File: config.mk
export PLATFORM = sky130hd
export DESIGN_NAME = dp_ctrl_seq
export DESIGN_NICKNAME = d
export VERILOG_FILES = /design/src/rtl/dp_ctrl_pkg.sv /design/src/rtl/dp_ctrl_decode.sv /design/src/rtl/dp_ctrl_seq.sv
export SDC_FILE = /design/constraint.sdc
export NUM_CORES = 1
export LEC_CHECK = 0
export CORE_ASPECT_RATIO = 1.4
export CORE_MARGIN = 10
export CORE_UTILIZATION = 39
export CTS_CLUSTER_DIAMETER = 120
export DETAILED_ROUTE_END_ITERATION = 6
export HOLD_SLACK_MARGIN = 0.1
export PLACE_DENSITY = 0.93
export REMOVE_ABC_BUFFERS = 1
export SLEW_MARGIN = 20
export SYNTH_ARGS = -nofsm -noshare
export SYNTH_HDL_FRONTEND = slang
export SYNTH_SLANG_ARGS = --single-unit
File: constraint.sdc
create_clock -name clk -period 3 [get_ports clk]
set_clock_uncertainty 0.1 [all_clocks]
set_input_delay 0.6 -clock clk [delete_from_list [all_inputs] [get_ports clk]]
set_output_delay 0.6 -clock clk [all_outputs]
set_load 0.05 [all_outputs]
File: src/rtl/dp_ctrl_pkg.sv
// Shared types for the datapath control sequencer: opcodes, ALU function
// selects, FSM states and instruction field positions.
package dp_ctrl_pkg;

  typedef enum logic [4:0] {
    OP_NOP  = 5'd0,
    OP_ADD  = 5'd1,
    OP_SUB  = 5'd2,
    OP_AND  = 5'd3,
    OP_ORR  = 5'd4,
    OP_EOR  = 5'd5,
    OP_ADDI = 5'd6,
    OP_SUBI = 5'd7,
    OP_LSLI = 5'd8,
    OP_LSRI = 5'd9,
    OP_MOVI = 5'd10,
    OP_ADDS = 5'd11,
    OP_SUBS = 5'd12
  } opcode_e;

  // fs[4:2] picks the ALU operation, fs[1] inverts A, fs[0] inverts B.
  localparam logic [4:0] FS_AND = 5'b00000;
  localparam logic [4:0] FS_OR  = 5'b00100;
  localparam logic [4:0] FS_ADD = 5'b01000;
  localparam logic [4:0] FS_SUB = 5'b01001;
  localparam logic [4:0] FS_XOR = 5'b01100;
  localparam logic [4:0] FS_LSL = 5'b10000;
  localparam logic [4:0] FS_LSR = 5'b10100;

  typedef enum logic [1:0] {
    ST_IDLE  = 2'd0,
    ST_DRIVE = 2'd1,
    ST_WRITE = 2'd2
  } state_e;

  localparam int OPC_LSB = 27;
  localparam int RD_LSB  = 22;
  localparam int RA_LSB  = 17;
  localparam int RB_LSB  = 12;
  localparam int IMM_LSB = 0;
  localparam int REG_W   = 5;
  localparam int IMM_W   = 12;

  localparam logic [4:0] ZERO_REG = 5'd31;

  typedef struct packed {
    logic [4:0] fs;
    logic       s;
    logic       c0;
    logic       force_a31;
    logic       set_flags;
    logic       legal;
  } dec_t;

endpackage

File: src/rtl/dp_ctrl_decode.sv
// Combinational opcode decoder. ADDS/SUBS are only legal when the
// DP_CTRL_SEQ_FLAGS_EN macro is defined; otherwise they decode as illegal.
import dp_ctrl_pkg::*;

module dp_ctrl_decode (
  input  opcode_e opcode_i,
  output dec_t    dec_o
);

  always_comb begin
    dec_o = '{fs: FS_ADD, s: 1'b0, c0: 1'b0, force_a31: 1'b0,
              set_flags: 1'b0, legal: 1'b1};
    case (opcode_i)
      OP_NOP:  ;
      OP_ADD:  dec_o.fs = FS_ADD;
      OP_SUB:  begin dec_o.fs = FS_SUB; dec_o.c0 = 1'b1; end
      OP_AND:  dec_o.fs = FS_AND;
      OP_ORR:  dec_o.fs = FS_OR;
      OP_EOR:  dec_o.fs = FS_XOR;
      OP_ADDI: begin dec_o.fs = FS_ADD; dec_o.s = 1'b1; end
      OP_SUBI: begin dec_o.fs = FS_SUB; dec_o.s = 1'b1; dec_o.c0 = 1'b1; end
      OP_LSLI: begin dec_o.fs = FS_LSL; dec_o.s = 1'b1; end
      OP_LSRI: begin dec_o.fs = FS_LSR; dec_o.s = 1'b1; end
      // MOVI adds the immediate to the zero register.
      OP_MOVI: begin dec_o.fs = FS_ADD; dec_o.s = 1'b1; dec_o.force_a31 = 1'b1; end
`ifdef DP_CTRL_SEQ_FLAGS_EN
      OP_ADDS: begin dec_o.fs = FS_ADD; dec_o.set_flags = 1'b1; end
      OP_SUBS: begin dec_o.fs = FS_SUB; dec_o.c0 = 1'b1; dec_o.set_flags = 1'b1; end
`endif
      default: dec_o.legal = 1'b0;
    endcase
  end

endmodule

File: src/rtl/dp_ctrl_seq.sv
// Three-state instruction sequencer driving datapath control lines.
// Optional flag latching for ADDS/SUBS is enabled by DP_CTRL_SEQ_FLAGS_EN.
import dp_ctrl_pkg::*;

module dp_ctrl_seq (
  input  logic        clk,
  input  logic        rst,
  input  logic        instr_valid,
  output logic        instr_ready,
  input  logic [31:0] instr,
  input  logic [3:0]  status,
  output logic [4:0]  fs,
  output logic [4:0]  addrR,
  output logic [4:0]  addrA,
  output logic [4:0]  addrB,
  output logic [63:0] k,
  output logic        s,
  output logic        sd,
  output logic        sb,
  output logic        c0,
  output logic        w,
  output logic        busy,
  output logic        illegal,
  output logic [3:0]  flags
);

  // Handshake: an instruction transfers on a rising edge where instr_valid
  // and instr_ready are both high; instr_ready is high only in IDLE.

  state_e      state_q, state_d;
  logic [31:0] instr_q;
  logic        illegal_q;
  dec_t        dec;
  opcode_e     opc;
  logic [4:0]  rd, ra, rb;
  logic [11:0] imm;
  logic        do_write;

  assign opc = opcode_e'(instr_q[OPC_LSB +: REG_W]);
  assign rd  = instr_q[RD_LSB +: REG_W];
  assign ra  = instr_q[RA_LSB +: REG_W];
  assign rb  = instr_q[RB_LSB +: REG_W];
  assign imm = instr_q[IMM_LSB +: IMM_W];

  dp_ctrl_decode u_decode (
    .opcode_i (opc),
    .dec_o    (dec)
  );

  assign do_write = dec.legal && (opc != OP_NOP) && (rd != ZERO_REG);

  always_comb begin
    state_d     = state_q;
    instr_ready = 1'b0;
    w           = 1'b0;
    fs          = FS_ADD;
    s           = 1'b0;
    c0          = 1'b0;
    addrR       = '0;
    addrA       = '0;
    addrB       = '0;
    k           = '0;
    case (state_q)
      ST_IDLE: begin
        instr_ready = 1'b1;
        if (instr_valid) state_d = ST_DRIVE;
      end
      ST_DRIVE: state_d = do_write ? ST_WRITE : ST_IDLE;
      ST_WRITE: begin
        w       = 1'b1;
        state_d = ST_IDLE;
      end
      default: state_d = ST_IDLE;
    endcase
    // DRIVE and WRITE present identical controls so nothing moves under w.
    if (state_q != ST_IDLE) begin
      fs    = dec.fs;
      s     = dec.s;
      c0    = dec.c0;
      addrR = rd;
      addrA = dec.force_a31 ? ZERO_REG : ra;
      addrB = rb;
      k     = 64'(imm);
    end
  end

  always_ff @(posedge clk) begin
    if (rst) begin
      state_q   <= ST_IDLE;
      instr_q   <= '0;
      illegal_q <= 1'b0;
    end else begin
      state_q <= state_d;
      if (state_q == ST_IDLE && instr_valid) instr_q <= instr;
      if (state_q == ST_DRIVE && !dec.legal) illegal_q <= 1'b1;
    end
  end

`ifdef DP_CTRL_SEQ_FLAGS_EN
  logic [3:0] flags_q;

  always_ff @(posedge clk) begin
    if (rst) begin
      flags_q <= '0;
    end else if (state_q == ST_WRITE && dec.set_flags) begin
      flags_q <= status;
    end
  end

  assign flags = flags_q;
`else
  logic unused_status;

  assign unused_status = ^status;
  assign flags         = '0;
`endif

  assign busy    = (state_q != ST_IDLE);
  assign illegal = illegal_q;
  assign sd      = 1'b1;
  assign sb      = 1'b0;

endmodule

Word level (Yosys, flattened, before mapping)
Cells that the tools add are included.
Storage, ports and cells
  register bits after elaboration: 35
  bits of input ports: 39
  output and inout port bits: 96
  logic and storage cells: 47
Cells by class
  eq/ne operators: 14
  muxes and demuxes: 18
  reductions and logical operators: 12
Operators by type and width (number)
  case mux 5 bit (6 select lines): 1
  2-to-1 mux 5 bit: 5
  equality test 5 x 3 -> 1 bit (second input constant): 4
  equality test 5 x 4 -> 1 bit (second input constant): 3
  2-to-1 mux 12 bit: 1
  OR reduction 11 bit: 1
  equality test 5 x 2 -> 1 bit (second input constant): 2
  2-to-1 mux 1 bit: 8
  equality test 5 x 1 -> 1 bit (second input constant): 1
  logical NOT 5 bit: 1
  != test 5 bit (second input constant): 1
  nonzero test 5 bit: 1
  OR reduction 5 bit: 1
  logical AND 1 bit: 4
  2-to-1 mux 2 bit: 2
  case mux 2 bit (2 select lines): 1
  equality test 2 x 1 -> 1 bit (second input constant): 1
  equality test 2 bit (second input constant): 1
  logical NOT 2 bit: 1
  != test 2 bit (second input constant): 1
  nonzero test 2 bit: 1
  OR reduction 2 bit: 1
  logical NOT 1 bit: 1

Logic depth before layout (Yosys ltp)
  depth after elaboration: 7
  depth in mapped cells: 5
  depth with buffers taken out: 4

Cells and area by module
Synthesis repeated with hierarchy kept, for this count alone.
Second synthesis, totals
  cell total of the unflattened synthesis: 246
  area, all modules: 2155.8 um2
Modules (own cells, without submodules)
  dp_ctrl_seq: times used 1, cells an instance 222, area an instance 1981.9 um2, seq. area each 700.7 um2
  dp_ctrl_decode: times used 1, cells an instance 24, area an instance 173.9 um2, seq. area each 0.0 um2

Worst setup path before layout
No wires, ideal clock.
  kind: register -> output
  from: reg state_q[0]
  to: out fs[2]
  arrival time: 2.272 ns
  required time: 2.300 ns
  path slack: 0.028 ns
  stages on the path, launching flop included: 4
  buffers on the path: 0
  cell sequence: dfxtp_1 -> or2_1 -> inv_1 -> nor4_1
Between the ends
  cells in the longest elaborated chain, start to end: 2
Ends and longest elaborated chain
  from (decl): line dp_ctrl_seq.sv:30  | state_e state_q, state_d;
  from (signal assigned): line dp_ctrl_seq.sv:93  | state_q <= state_d;
  nonzero test 2 bit: line dp_ctrl_seq.sv:76  | if (state_q != ST_IDLE) begin
  2-to-1 mux 5 bit: line dp_ctrl_seq.sv:76
  to (decl): line dp_ctrl_seq.sv:12  | output logic [4:0] fs,
No other way between the ends.

Worst setup path after layout
  from: reg instr_q[30]
  to: out addrA[4]
Between the ends
  cells in the longest elaborated chain, start to end: 4
Ends and longest elaborated chain
  from (decl): line dp_ctrl_seq.sv:31  | logic [31:0] instr_q;
  from (signal assigned): line dp_ctrl_seq.sv:94  | if (state_q == ST_IDLE && instr_valid) instr_q <= instr;
  equality test 5 x 4 -> 1 bit: line dp_ctrl_decode.sv:13  | case (opcode_i)
  2-to-1 mux 1 bit: line dp_ctrl_decode.sv:13
  2-to-1 mux 5 bit: line dp_ctrl_seq.sv:81  | addrA = dec.force_a31 ? ZERO_REG : ra;
  2-to-1 mux 5 bit: line dp_ctrl_seq.sv:76
  to (decl): line dp_ctrl_seq.sv:14  | output logic [4:0] addrA,
No other way between the ends.

==> impl_metrics.csv <==
group,metric,value,unit
outcome,status,"complete, no violations",
finish,final_common_cell,"conb_1",
critical_path,cp-end-kind,"primary output",
critical_path,startpoint_type,"flop",
clock_tree,clockBufferDepth,2,
finish,final_cell_mix,"conb_1 (59), clkdlybuf4s50_1 (37), nor2_1 (36)",
clock_tree,post_cts.repair.setup_buffers,0,
critical_path,r2r-start,"instr_q[30]$_SDFFE_PP0P_",
finish,post-route-cell-area,0.002693,sq mm
placement,dp_hpwl,4272,um
critical_path,cp.depth,4,
critical_path,slowest_delay,560,ps
worst_hold_path,hold_start,"instr_q[13]$_SDFFE_PP0P_",
drt,drt_iter0_drc,53,
finish,antenna_cells,0,
finish,drive_above_1_share,15.79,%
sta,fmax,380.8,MHz
synthesis,synth_top_area_share,33.71,%
synthesis,synth_edf_count,0,
grt,track_usage,11.60,%
drt,route.detailed.wl_per_inst,14.51,um
critical_path,cpMaxStageDelayCell,"nor4b_2",
critical_path,crit_arrival,1930,ps
critical_path,crit_required,2300,ps
placement,routabilityCongestion,0.7251,
floorplanning,die_h,106.4,um
synthesis,ys_types,29,
critical_path,crit_type,"flop to primary output",
synthesis,ys_seq_elements,35,
floorplanning,io_pins,135,
clock_tree,tritoncts,"done",
critical_path,crit_path_max_fanout,11,
worst_hold_path,hold_path.class,"flop to flop",
grt,grt_pass1_vias,1718,
clock_tree,htree_levels,2,
finish,final-seq-area,700.7,sq um
drt,vias,1620,
drt,routed_wl,5367,um
sta,finalWorstSetupSlack,374.2,ps
drt,ant_nets,0,
critical_path,r2r_end,"state_q[1]$_SDFFE_PP0P_",
sta,tightestPinTransition,576.6,ps
synthesis,synthTopCellsByArea,"dfxtp_1 (34%), buf_4 (23%), mux2i_1 (16%)",
synthesis,yosysWarnings,0,
synthesis,yosysTopAreaCell,"dfxtp_1",
synthesis,synthArstFlopShare,0,%
sta,setup_viol,0,
synthesis,syn_area,0.002078,sq mm
clock_tree,cts_sinks,35,
floorplanning,fp.dieArea,0.008690,sq mm
clock_tree,ctsResizeCount,0,
synthesis,yosysSeqAreaShare,33.71,%
worst_hold_path,holdPathStages,2,
clock_tree,clk_latency,270,ps
synthesis,synthFlopType,"dfxtp_1",
floorplanning,die_x,81.70,um
synthesis,avgSynthCellArea,8.732,sq um
finish,fin_nets,342,
grt,gr-total-overflow,0,
power,vdd_ir_drop_max,0.0003705,V
drt,drt_pass1_iterations,4,
sta,timing.final.crit_share,87.53,%
job,max-cap-violations,0,
drt,via_per_inst,4.378,
sta,hold_viol_final,0,
finish,area_growth,29.56,%
grt,antenna_found_initial,0,
placement,dp_slack,651.6,ps
clock_tree,clock-root-buffer,"clkbuf_8",
sta,slew_headroom,61.46,%
critical_path,path_cells,"nand2b_1, nor4b_2, o21a_1, buf_12",
critical_path,reg2reg_depth,3,
grt,grt_start_max_net_pins,35,
floorplanning,core,0.005159,sq mm
clock_tree,path_clk_slew,70,ps
placement,place_area,0.002592,sq mm
critical_path,reg2reg_slack,1310,ps
sta,hold_slack,389.3,ps
finish,fillers,481,
sta,min_period,2626,ps
grt,grt_pass1_wl,8217,um
critical_path,cp_top_family,"simple AND/OR/NAND/NOR gates",
drt,drc,0,
sta,rsz0062_at_grt,"false",
placement,port_buffers,71,
power,p_per_area,483.0,mW/mm^2
finish,multi_input_area,0.001064,sq mm
floorplanning,rows,31,
critical_path,cp.buffers_inverters,1,
sta,slew_violations,0,
floorplanning,initial_core_util,40.29,%
clock_tree,cts_buffers,5,
synthesis,synthesis.instances,238,
power,leakage,1.271,nW
worst_hold_path,min_to,"instr_q[13]$_SDFFE_PP0P_",
clock_tree,hold_buffers,0,
sta,setup_tns,0,ps
power by group:
part	switching, mW	total [mW]	internal (mW)	leakage [nW]
registers	0.0249	0.520	0.495	0.288
clock network	0.160	0.369	0.210	0.0515
logic	0.295	0.411	0.117	0.932
total	0.479	1.30	0.821	1.27
sequential cells by signal, summed over array words and instances (netlist names):
register  cells
instr_q      32
illegal       1
state_q       2
worst min-delay path: stages, from the launching register on:
cell and delay (ps):
dfxtp_1 320, mux2i_1 60, nor2_1 70
synthesized netlist by cell type, types with 3 or more instances:
cell type / count
buf_2: 3
nand2b_1: 3
and2_1: 22
nor4_1: 4
nor2_1: 36
mux2i_1: 33
buf_4: 63
dfxtp_1: 35
clkbuf_1: 8
o21a_1: 5
inv_1: 4
how the worst max path moves through the flow:
stage / slack [ps] / startpoint / to
CTS: 330 / instr_q[30]$_SDFFE_PP0P_ / addrA[4]
global route: 180 / instr_q[30]$_SDFFE_PP0P_ / addrA[4]
floorplan: -1600 / instr_valid / instr_q[0]$_SDFFE_PP0P_
detailed placement: 650 / instr_q[30]$_SDFFE_PP0P_ / addrA[4]
global placement: 700 / instr_q[30]$_SDFFE_PP0P_ / addrA[4]
finish: 370 / instr_q[30]$_SDFFE_PP0P_ / addrA[4]
through the flow:
step / cells / total power, mW / util (%)
after floorplan: 221 / 0.8350 / -
after global placement: 362 / 0.9310 / 50.25
after detailed placement: 362 / 0.9392 / 50.25
after CTS: 370 / 1.312 / 52.20
after global routing: 370 / 1.366 / 52.20
final: 370 / 1.301 / 52.20
layout make-up:
cell class,instances,area share [%]
multi-input combinational,182,39.50
timing repair buffer,75,27.14
sequential,35,26.02
clock buffer,8,3.717
tap,66,3.067
inverter,4,0.5576
cells by family (layout without fill, tap and decap cells):
kind of cell	after synthesis	after routing	synth area share, %
and+or+nand+nor	76	76	19.02
AOI/OAI and AO/OA	14	14	5.358
muxes	33	33	15.89
buffers and inverters	78	87	25.65
DFF	35	35	33.71
other	2	59	0.3614
routing by layer:
metal,track usage (%),routed length (um),vias up
li1,-,-,776
met1,10.56,1798,735
met2,20.44,2528,105
met3,7.504,997,4
met4,3.293,43,0
met5,0,0,-
No activity file was read; power rests on OpenSTA's default activity.
